## config.mk

```make
export PLATFORM = sky130hd
export DESIGN_NAME = checkpoint_nmr_bcast
export DESIGN_NICKNAME = d
export VERILOG_FILES = /design/src/rtl/checkpoint_nmr_bcast.sv
export SDC_FILE = /design/constraint.sdc
export NUM_CORES = 1
export LEC_CHECK = 0
export CAP_MARGIN = 40
export CORE_MARGIN = 4
export CORE_UTILIZATION = 30
export CTS_BUF_LIST = sky130_fd_sc_hd__clkbuf_8
export CTS_CLUSTER_DIAMETER = 50
export DETAILED_ROUTE_END_ITERATION = 6
export SYNTH_ARGS = -nofsm -noshare
export SYNTH_HDL_FRONTEND = slang
export SYNTH_SLANG_ARGS = --single-unit
```

## constraint.sdc

```tcl
create_clock -name clk -period 2.5 [get_ports clk]
set_input_delay 0.25 -clock clk [delete_from_list [all_inputs] [get_ports clk]]
set_output_delay 0.25 -clock clk [all_outputs]
set_load 0.01 [all_outputs]
```

## src/rtl/checkpoint_nmr_bcast.sv

```systemverilog
// checkpoint_nmr_bcast: enumerates 1..MAX_CORES logical cores on a checkpoint request, queues one
// {physical_id, task_id} record per core and drains them as Avalon-MM writes. Macro CHECKPOINT_TIMEOUT_EN adds a waitrequest timeout.
module checkpoint_nmr_bcast #(
  parameter int                KEY_W          = 4,
  parameter int                MAX_CORES      = 4,
  parameter int                LID_W          = 2,
  parameter int                CNT_W          = 3,
  parameter int                FIFO_DEPTH     = 8,
  parameter int                ADDR_W         = 32,
  parameter int                DATA_W         = 32,
  parameter logic [ADDR_W-1:0] BASE_ADDR      = {ADDR_W{1'b0}},
  parameter int                ADDR_SHIFT     = 20,
  parameter int                TIMEOUT_CYCLES = 1024
) (
  input  logic                         clk,
  input  logic                         reset_n,
  input  logic                         comparator_checkpoint,
  input  logic [KEY_W-1:0]             comparator_task_id,
  input  logic [CNT_W-1:0]             checkpoint_count,
  output logic                         checkpoint_ack,
  output logic [LID_W-1:0]             checkpoint_logical_core_id,
  input  logic [KEY_W-1:0]             checkpoint_physical_core_id,
  output logic                         checkpoint_write,
  output logic [ADDR_W-1:0]            checkpoint_address,
  output logic [DATA_W-1:0]            checkpoint_writedata,
  input  logic                         checkpoint_waitrequest,
  output logic [$clog2(FIFO_DEPTH):0]  fifo_level,
  output logic                         timeout_err
);

  localparam int FAW   = $clog2(FIFO_DEPTH);
  localparam int LVL_W = FAW + 1;
  localparam int REC_W = 2 * KEY_W;

  if ((2 ** LID_W) < MAX_CORES || MAX_CORES < 1 || MAX_CORES >= (2 ** CNT_W) ||
      DATA_W < (2 * KEY_W + 1) || FIFO_DEPTH < 2 || (2 ** FAW) != FIFO_DEPTH ||
      TIMEOUT_CYCLES < 2) begin : g_param_err
    $error("checkpoint_nmr_bcast: illegal parameter combination");
  end

  typedef enum logic [1:0] {R_IDLE = 2'd0, R_ENUM = 2'd1, R_ACK = 2'd2} req_state_e;
  typedef enum logic [1:0] {D_IDLE = 2'd0, D_RD = 2'd1, D_WR = 2'd2} drn_state_e;

  req_state_e             req_state_r, req_next_s;
  drn_state_e             d_state_r, d_next_s;
  logic [KEY_W-1:0]       task_r;
  logic [CNT_W-1:0]       cnt_r, cnt_eff_s;
  logic [LID_W-1:0]       lid_r;
  logic                   ack_r;
  logic                   push_s, pop_s, done_s, last_s, full_s, empty_s, timeout_s;
  logic [REC_W-1:0]       mem_r [FIFO_DEPTH];
  logic [FAW-1:0]         wr_ptr_r, rd_ptr_r;
  logic [LVL_W-1:0]       level_r;
  logic [REC_W-1:0]       rd_data_r;
  logic                   write_r;
  logic [ADDR_W-1:0]      addr_r;
  logic [DATA_W-1:0]      data_r;

  assign full_s  = (level_r == LVL_W'(FIFO_DEPTH));
  assign empty_s = (level_r == {LVL_W{1'b0}});
  assign last_s  = ((32'(lid_r) + 32'd1) == 32'(cnt_r));

  // Clamp the requested redundancy degree into 1..MAX_CORES.
  always_comb begin
    cnt_eff_s = checkpoint_count;
    if (checkpoint_count == {CNT_W{1'b0}}) begin
      cnt_eff_s = CNT_W'(1);
    end else if (checkpoint_count > CNT_W'(MAX_CORES)) begin
      cnt_eff_s = CNT_W'(MAX_CORES);
    end else begin
      cnt_eff_s = checkpoint_count;
    end
  end

  // Request FSM state register.
  always_ff @(posedge clk or negedge reset_n) begin
    if (!reset_n) begin
      req_state_r <= R_IDLE;
    end else begin
      req_state_r <= req_next_s;
    end
  end

  // Request FSM next state; a push blocked by a full FIFO keeps the FSM in ENUM.
  always_comb begin
    req_next_s = req_state_r;
    case (req_state_r)
      R_IDLE:  if (comparator_checkpoint) req_next_s = R_ENUM; else req_next_s = R_IDLE;
      R_ENUM:  if (!full_s && last_s) req_next_s = R_ACK; else req_next_s = R_ENUM;
      R_ACK:   req_next_s = R_IDLE;
      default: req_next_s = R_IDLE;
    endcase
  end

  // Request FSM outputs.
  always_comb begin
    push_s = 1'b0;
    case (req_state_r)
      R_ENUM:  push_s = !full_s;
      default: push_s = 1'b0;
    endcase
  end

  // Latched request context, logical core enumeration and ack pulse.
  always_ff @(posedge clk or negedge reset_n) begin
    if (!reset_n) begin
      task_r <= {KEY_W{1'b0}};
      cnt_r  <= {CNT_W{1'b0}};
      lid_r  <= {LID_W{1'b0}};
      ack_r  <= 1'b0;
    end else begin
      ack_r <= (req_next_s == R_ACK);
      if (req_state_r == R_IDLE && comparator_checkpoint) begin
        task_r <= comparator_task_id;
        cnt_r  <= cnt_eff_s;
        lid_r  <= {LID_W{1'b0}};
      end else if (req_state_r == R_ENUM && push_s && !last_s) begin
        lid_r <= lid_r + LID_W'(1);
      end else if (req_state_r == R_ACK) begin
        lid_r <= {LID_W{1'b0}};
      end
    end
  end

  // Record FIFO with registered read port.
  always_ff @(posedge clk or negedge reset_n) begin
    if (!reset_n) begin
      for (int i = 0; i < FIFO_DEPTH; i++) mem_r[i] <= {REC_W{1'b0}};
      wr_ptr_r  <= {FAW{1'b0}};
      rd_ptr_r  <= {FAW{1'b0}};
      level_r   <= {LVL_W{1'b0}};
      rd_data_r <= {REC_W{1'b0}};
    end else begin
      if (push_s) begin
        mem_r[wr_ptr_r] <= {checkpoint_physical_core_id, task_r};
        wr_ptr_r        <= wr_ptr_r + FAW'(1);
      end
      if (pop_s) begin
        rd_data_r <= mem_r[rd_ptr_r];
        rd_ptr_r  <= rd_ptr_r + FAW'(1);
      end
      level_r <= level_r + LVL_W'(push_s) - LVL_W'(pop_s);
    end
  end

  // Drain FSM state register.
  always_ff @(posedge clk or negedge reset_n) begin
    if (!reset_n) begin
      d_state_r <= D_IDLE;
    end else begin
      d_state_r <= d_next_s;
    end
  end

  // Drain FSM outputs: a write ends on acceptance or on timeout; refill the pipe straight away.
  always_comb begin
    done_s = 1'b0;
    pop_s  = 1'b0;
    case (d_state_r)
      D_IDLE: begin
        done_s = 1'b0;
        pop_s  = !empty_s;
      end
      D_WR: begin
        done_s = !checkpoint_waitrequest || timeout_s;
        pop_s  = done_s && !empty_s;
      end
      default: begin
        done_s = 1'b0;
        pop_s  = 1'b0;
      end
    endcase
  end

  // Drain FSM next state.
  always_comb begin
    d_next_s = d_state_r;
    case (d_state_r)
      D_IDLE:  if (!empty_s) d_next_s = D_RD; else d_next_s = D_IDLE;
      D_RD:    d_next_s = D_WR;
      D_WR: begin
        if (done_s) begin
          if (!empty_s) d_next_s = D_RD; else d_next_s = D_IDLE;
        end else begin
          d_next_s = D_WR;
        end
      end
      default: d_next_s = D_IDLE;
    endcase
  end

  // Avalon master outputs; address/data are loaded in D_RD and held through D_WR.
  always_ff @(posedge clk or negedge reset_n) begin
    if (!reset_n) begin
      write_r <= 1'b0;
      addr_r  <= {ADDR_W{1'b0}};
      data_r  <= {DATA_W{1'b0}};
    end else begin
      write_r <= (d_next_s == D_WR);
      if (d_state_r == D_RD) begin
        addr_r <= BASE_ADDR + (ADDR_W'(rd_data_r[REC_W-1:KEY_W]) << ADDR_SHIFT);
        data_r <= DATA_W'({1'b1, rd_data_r});
      end
    end
  end

`ifdef CHECKPOINT_TIMEOUT_EN
  localparam int TO_W = $clog2(TIMEOUT_CYCLES) + 1;
  logic [TO_W-1:0] to_cnt_r;
  logic            timeout_err_r;

  assign timeout_s = (d_state_r == D_WR) && checkpoint_waitrequest &&
                     (to_cnt_r == TO_W'(TIMEOUT_CYCLES - 1));

  // Stall counter for the current write and sticky timeout flag.
  always_ff @(posedge clk or negedge reset_n) begin
    if (!reset_n) begin
      to_cnt_r      <= {TO_W{1'b0}};
      timeout_err_r <= 1'b0;
    end else begin
      if (d_state_r == D_WR && d_next_s == D_WR && checkpoint_waitrequest) begin
        to_cnt_r <= to_cnt_r + TO_W'(1);
      end else begin
        to_cnt_r <= {TO_W{1'b0}};
      end
      timeout_err_r <= timeout_err_r | timeout_s;
    end
  end

  assign timeout_err = timeout_err_r;
`else
  assign timeout_s   = 1'b0;
  assign timeout_err = 1'b0;
`endif

  assign checkpoint_ack             = ack_r;
  assign checkpoint_logical_core_id = lid_r;
  assign checkpoint_write           = write_r;
  assign checkpoint_address         = addr_r;
  assign checkpoint_writedata       = data_r;
  assign fifo_level                 = level_r;

endmodule

```

==> metrics.txt <==
r2r startpoint=fifo_level[2]$_DFF_PN0_; Avg Inst Size Synth=13.4 um^2; Post-synth ARST share=100%; setup TNS=0 ps; Via density=4.44; Syn. warnings=0; IO Pins=88; Filler Cells Inserted=1709; Leak=2.72 nW; DRT Pass-1 Iters=4; Pins Over Slew Limit=0; CP Launch Type=flip-flop; Critical R2R Capture=fifo_level[2]$_DFF_PN0_; largest net degree at the start of global routing=64; Yosys reg bits=106; outcome=complete, no violations; count leader, synth=dfrtp_1; number of global-route vias before repair=3109; first-pass GRT wire length=17000 um; Via Count=2976; gr usage total=10.7%; clk root buf=clkbuf_8; GP Congestion=0.745; Synth Flop Type=dfrtp_1; Sw Ratio=36.3%; commonest cells in the netlist=106 x dfrtp_1, 72 x mux2_2, 56 x buf_4; top-area cell type share of the netlist area=49.6%; final WL=10200 um; sequential share of the synthesized area=49.6%; initial core utilization=30.7%; grt total ovfl=0; Pwr Density=1340 nW/um^2; final-report hold violation count=0; die height=142 um; CTS Buffer Depth=2; 1st-iter DRT viols=128; DP Wirelength=7290 um; number of port buffers=35; ANT cells=0; Sequential Area=2650 um^2; top cells by area, synth=dfrtp_1 50%, mux2_2 15%, buf_4 7.9%; Post-synth EDFFs=0; TritonCTS Buffers=9; # rows=48; multi-input logic area=2360 um^2; Reg clk slew, reported paths=110 ps; layout cells sized above 1=30.5%; core area=17400 um^2; Layout area overhead=11.9%; final cell count without fillers=671; ANT nets after route=0; htree depth=3; cell taking the most area after synthesis=dfrtp_1; minimum clock period=2320 ps; worst setup path class=flip-flop to flip-flop; post-synthesis cell area=5350 um^2; Die Area=20000 um^2; Final Power=8.03 mW; Clock Power Share=12.6%; Setup Viol. Count Final=0; placed inst area=5770 um^2; DRC=0; WP data required=2760 ps; Max Clock Skew=10.3 ps; Seq pwr share=40.2%; Placed Cells=653; fmax=430 MHz; relative slew slack=53.6%; antenna violations before repair=0; type of the worst min-delay path=input port to asynchronous set/reset pin; Clk Latency, worst-skew pair=360 ps; NetSw=2.91 mW; Post-Syn Instances=399; design area=5990 um^2; total of max-cap violations=0; R2R Setup Slk=180 ps; Netlist cell types=39; P_int=5.12 mW; worst-path maximum fanout=4; clock sink count=106; Reg2Reg Depth=10; critical path endpoint category=flip-flop; critical path arrival=2580 ps; Slew @ Worst Pin=695 ps; RSZ-0062 raised after global routing=false; DR WL/cell=15.2 um; combinational power share=47.2%; Tcrit/Tclk final=93.0%; CTS tree=built; maximum vdd drop=0.552 mV; Layout Nets=466; Die W=142 um
[area by class of cell]
class                           instances  share of cell area, %
Clock inverter                          7                  0.982
Clock buffer                            9                   2.07
Sequential cell                       106                   44.3
Multi-Input combinational cell        263                   39.4
Tap cell                              225                   4.70
Timing Repair Buffer                   49                   7.82
Inverter                               12                  0.753
[metal layers]
| metal | vias up | part of all wire (%) | track usage, % |
|---|---|---|---|
| li1 | 1386 | - | - |
| met1 | 1502 | 47 | 14.7 |
| met2 | 83 | 47 | 17.0 |
| met3 | 5 | 5.6 | 2.76 |
| met4 | 0 | 0.64 | 2.27 |
| met5 | - | 0 | 0 |
[worst max-delay path, stage by stage (launching register included)]
cell,delay (ps)
dfrtp_1,390
inv_1,100
ha_1,190
or3b_4,410
nand2_1,110
ha_1,240
inv_1,50
ha_1,160
inv_1,60
fa_1,370
xnor2_1,140
[per-stage QoR]
stage / hold slack [ps] / setup WS [ps] / util [%]
floorplan: -45.6 / 134 / -
global placement: 81.9 / 38.7 / 33.1
detailed placement: 81.1 / -60.5 / 33.1
CTS: 207 / 50.1 / 34.3
global route: 224 / 14.7 / 34.4
finish: 234 / 176 / 34.4
[state kept, by name, summed over array words and instances (netlist names)]
name and count:
task_r 4, wr_ptr_r 3, cnt_r 3, mem_r 64, checkpoint_write 1, req_state_r 2
checkpoint_logical_core_id 2, d_state_r 2, fifo_level 4, checkpoint_ack 1, rd_data_r 8, rd_ptr_r 3
checkpoint_writedata 9
[power by group through the flow]
stage                     logic (mW)  registers (mW)  clock network [mW]
after CTS                       3.83            3.24                1.06
final                           3.79            3.23                1.01
after global routing            4.16            3.38                1.13
after floorplan                 2.91            3.09                   0
after global placement          3.67            3.19                   0
after detailed placement        3.81            3.26                   0
[what timing repair did]
item | in CTS | in global routing
pin swaps | 0 | 0
cloned | 0 | 0
endpoints found under the hold margin | 69 | 0
buffers inserted | 0 | 1
hold buffers | 1 | 0
gates resized for setup | 2 | 1
endpoints found under the setup margin | 4 | 3
[worst max-delay path by stage]
stage,from,endpoint,slack [ps],cells past startpoint
floorplan,fifo_level[2]$_DFF_PN0_,fifo_level[2]$_DFF_PN0_,130,10
global placement,fifo_level[2]$_DFF_PN0_,fifo_level[1]$_DFF_PN0_,40,11
detailed placement,fifo_level[2]$_DFF_PN0_,fifo_level[1]$_DFF_PN0_,-60,11
CTS,fifo_level[2]$_DFF_PN0_,fifo_level[2]$_DFF_PN0_,50,11
global route,fifo_level[2]$_DFF_PN0_,fifo_level[1]$_DFF_PN0_,10,10
finish,fifo_level[2]$_DFF_PN0_,fifo_level[2]$_DFF_PN0_,180,10
[layout by cell type, fill, tap and decap left out, types with 2 or more instances in the layout]
cell	synthesis	final
inv_6	0	4
nor2_1	4	4
or4b_1	3	3
mux2_4	24	24
mux2i_1	18	18
a21o_1	3	3
nand3_1	2	2
xnor2_1	6	6
nand2b_1	5	5
inv_1	12	12
a22o_1	8	8
nand2_1	6	6
o31ai_1	8	8
nor4_4	3	3
clkdlybuf4s50_1	0	34
nor3b_4	0	2
clkbuf_8	0	9
o22ai_1	8	8
buf_4	56	13
dfrtp_1	106	106
ha_1	9	9
mux2_2	72	72
xor2_1	3	3
conb_1	1	52
nand4_1	2	2
o21ai_0	11	11
a21oi_1	2	2
[kinds of logic (layout without fill, tap and decap cells)]
| family | count (synthesis) | count (layout) | synth area share, % |
|---|---|---|---|
| and+or+nand+nor | 36 | 36 | 5.59 |
| buffers and inverters | 81 | 77 | 10.3 |
| xor gates and xnor gates | 9 | 9 | 1.47 |
| DFF | 106 | 106 | 49.6 |
| muxes | 114 | 114 | 25.3 |
| AOI/OAI and AO/OA | 42 | 42 | 5.31 |
| adders and majority gates | 10 | 10 | 2.48 |
| other | 1 | 52 | 0.0701 |
Note: power is estimated with default switching activity, not from simulation.
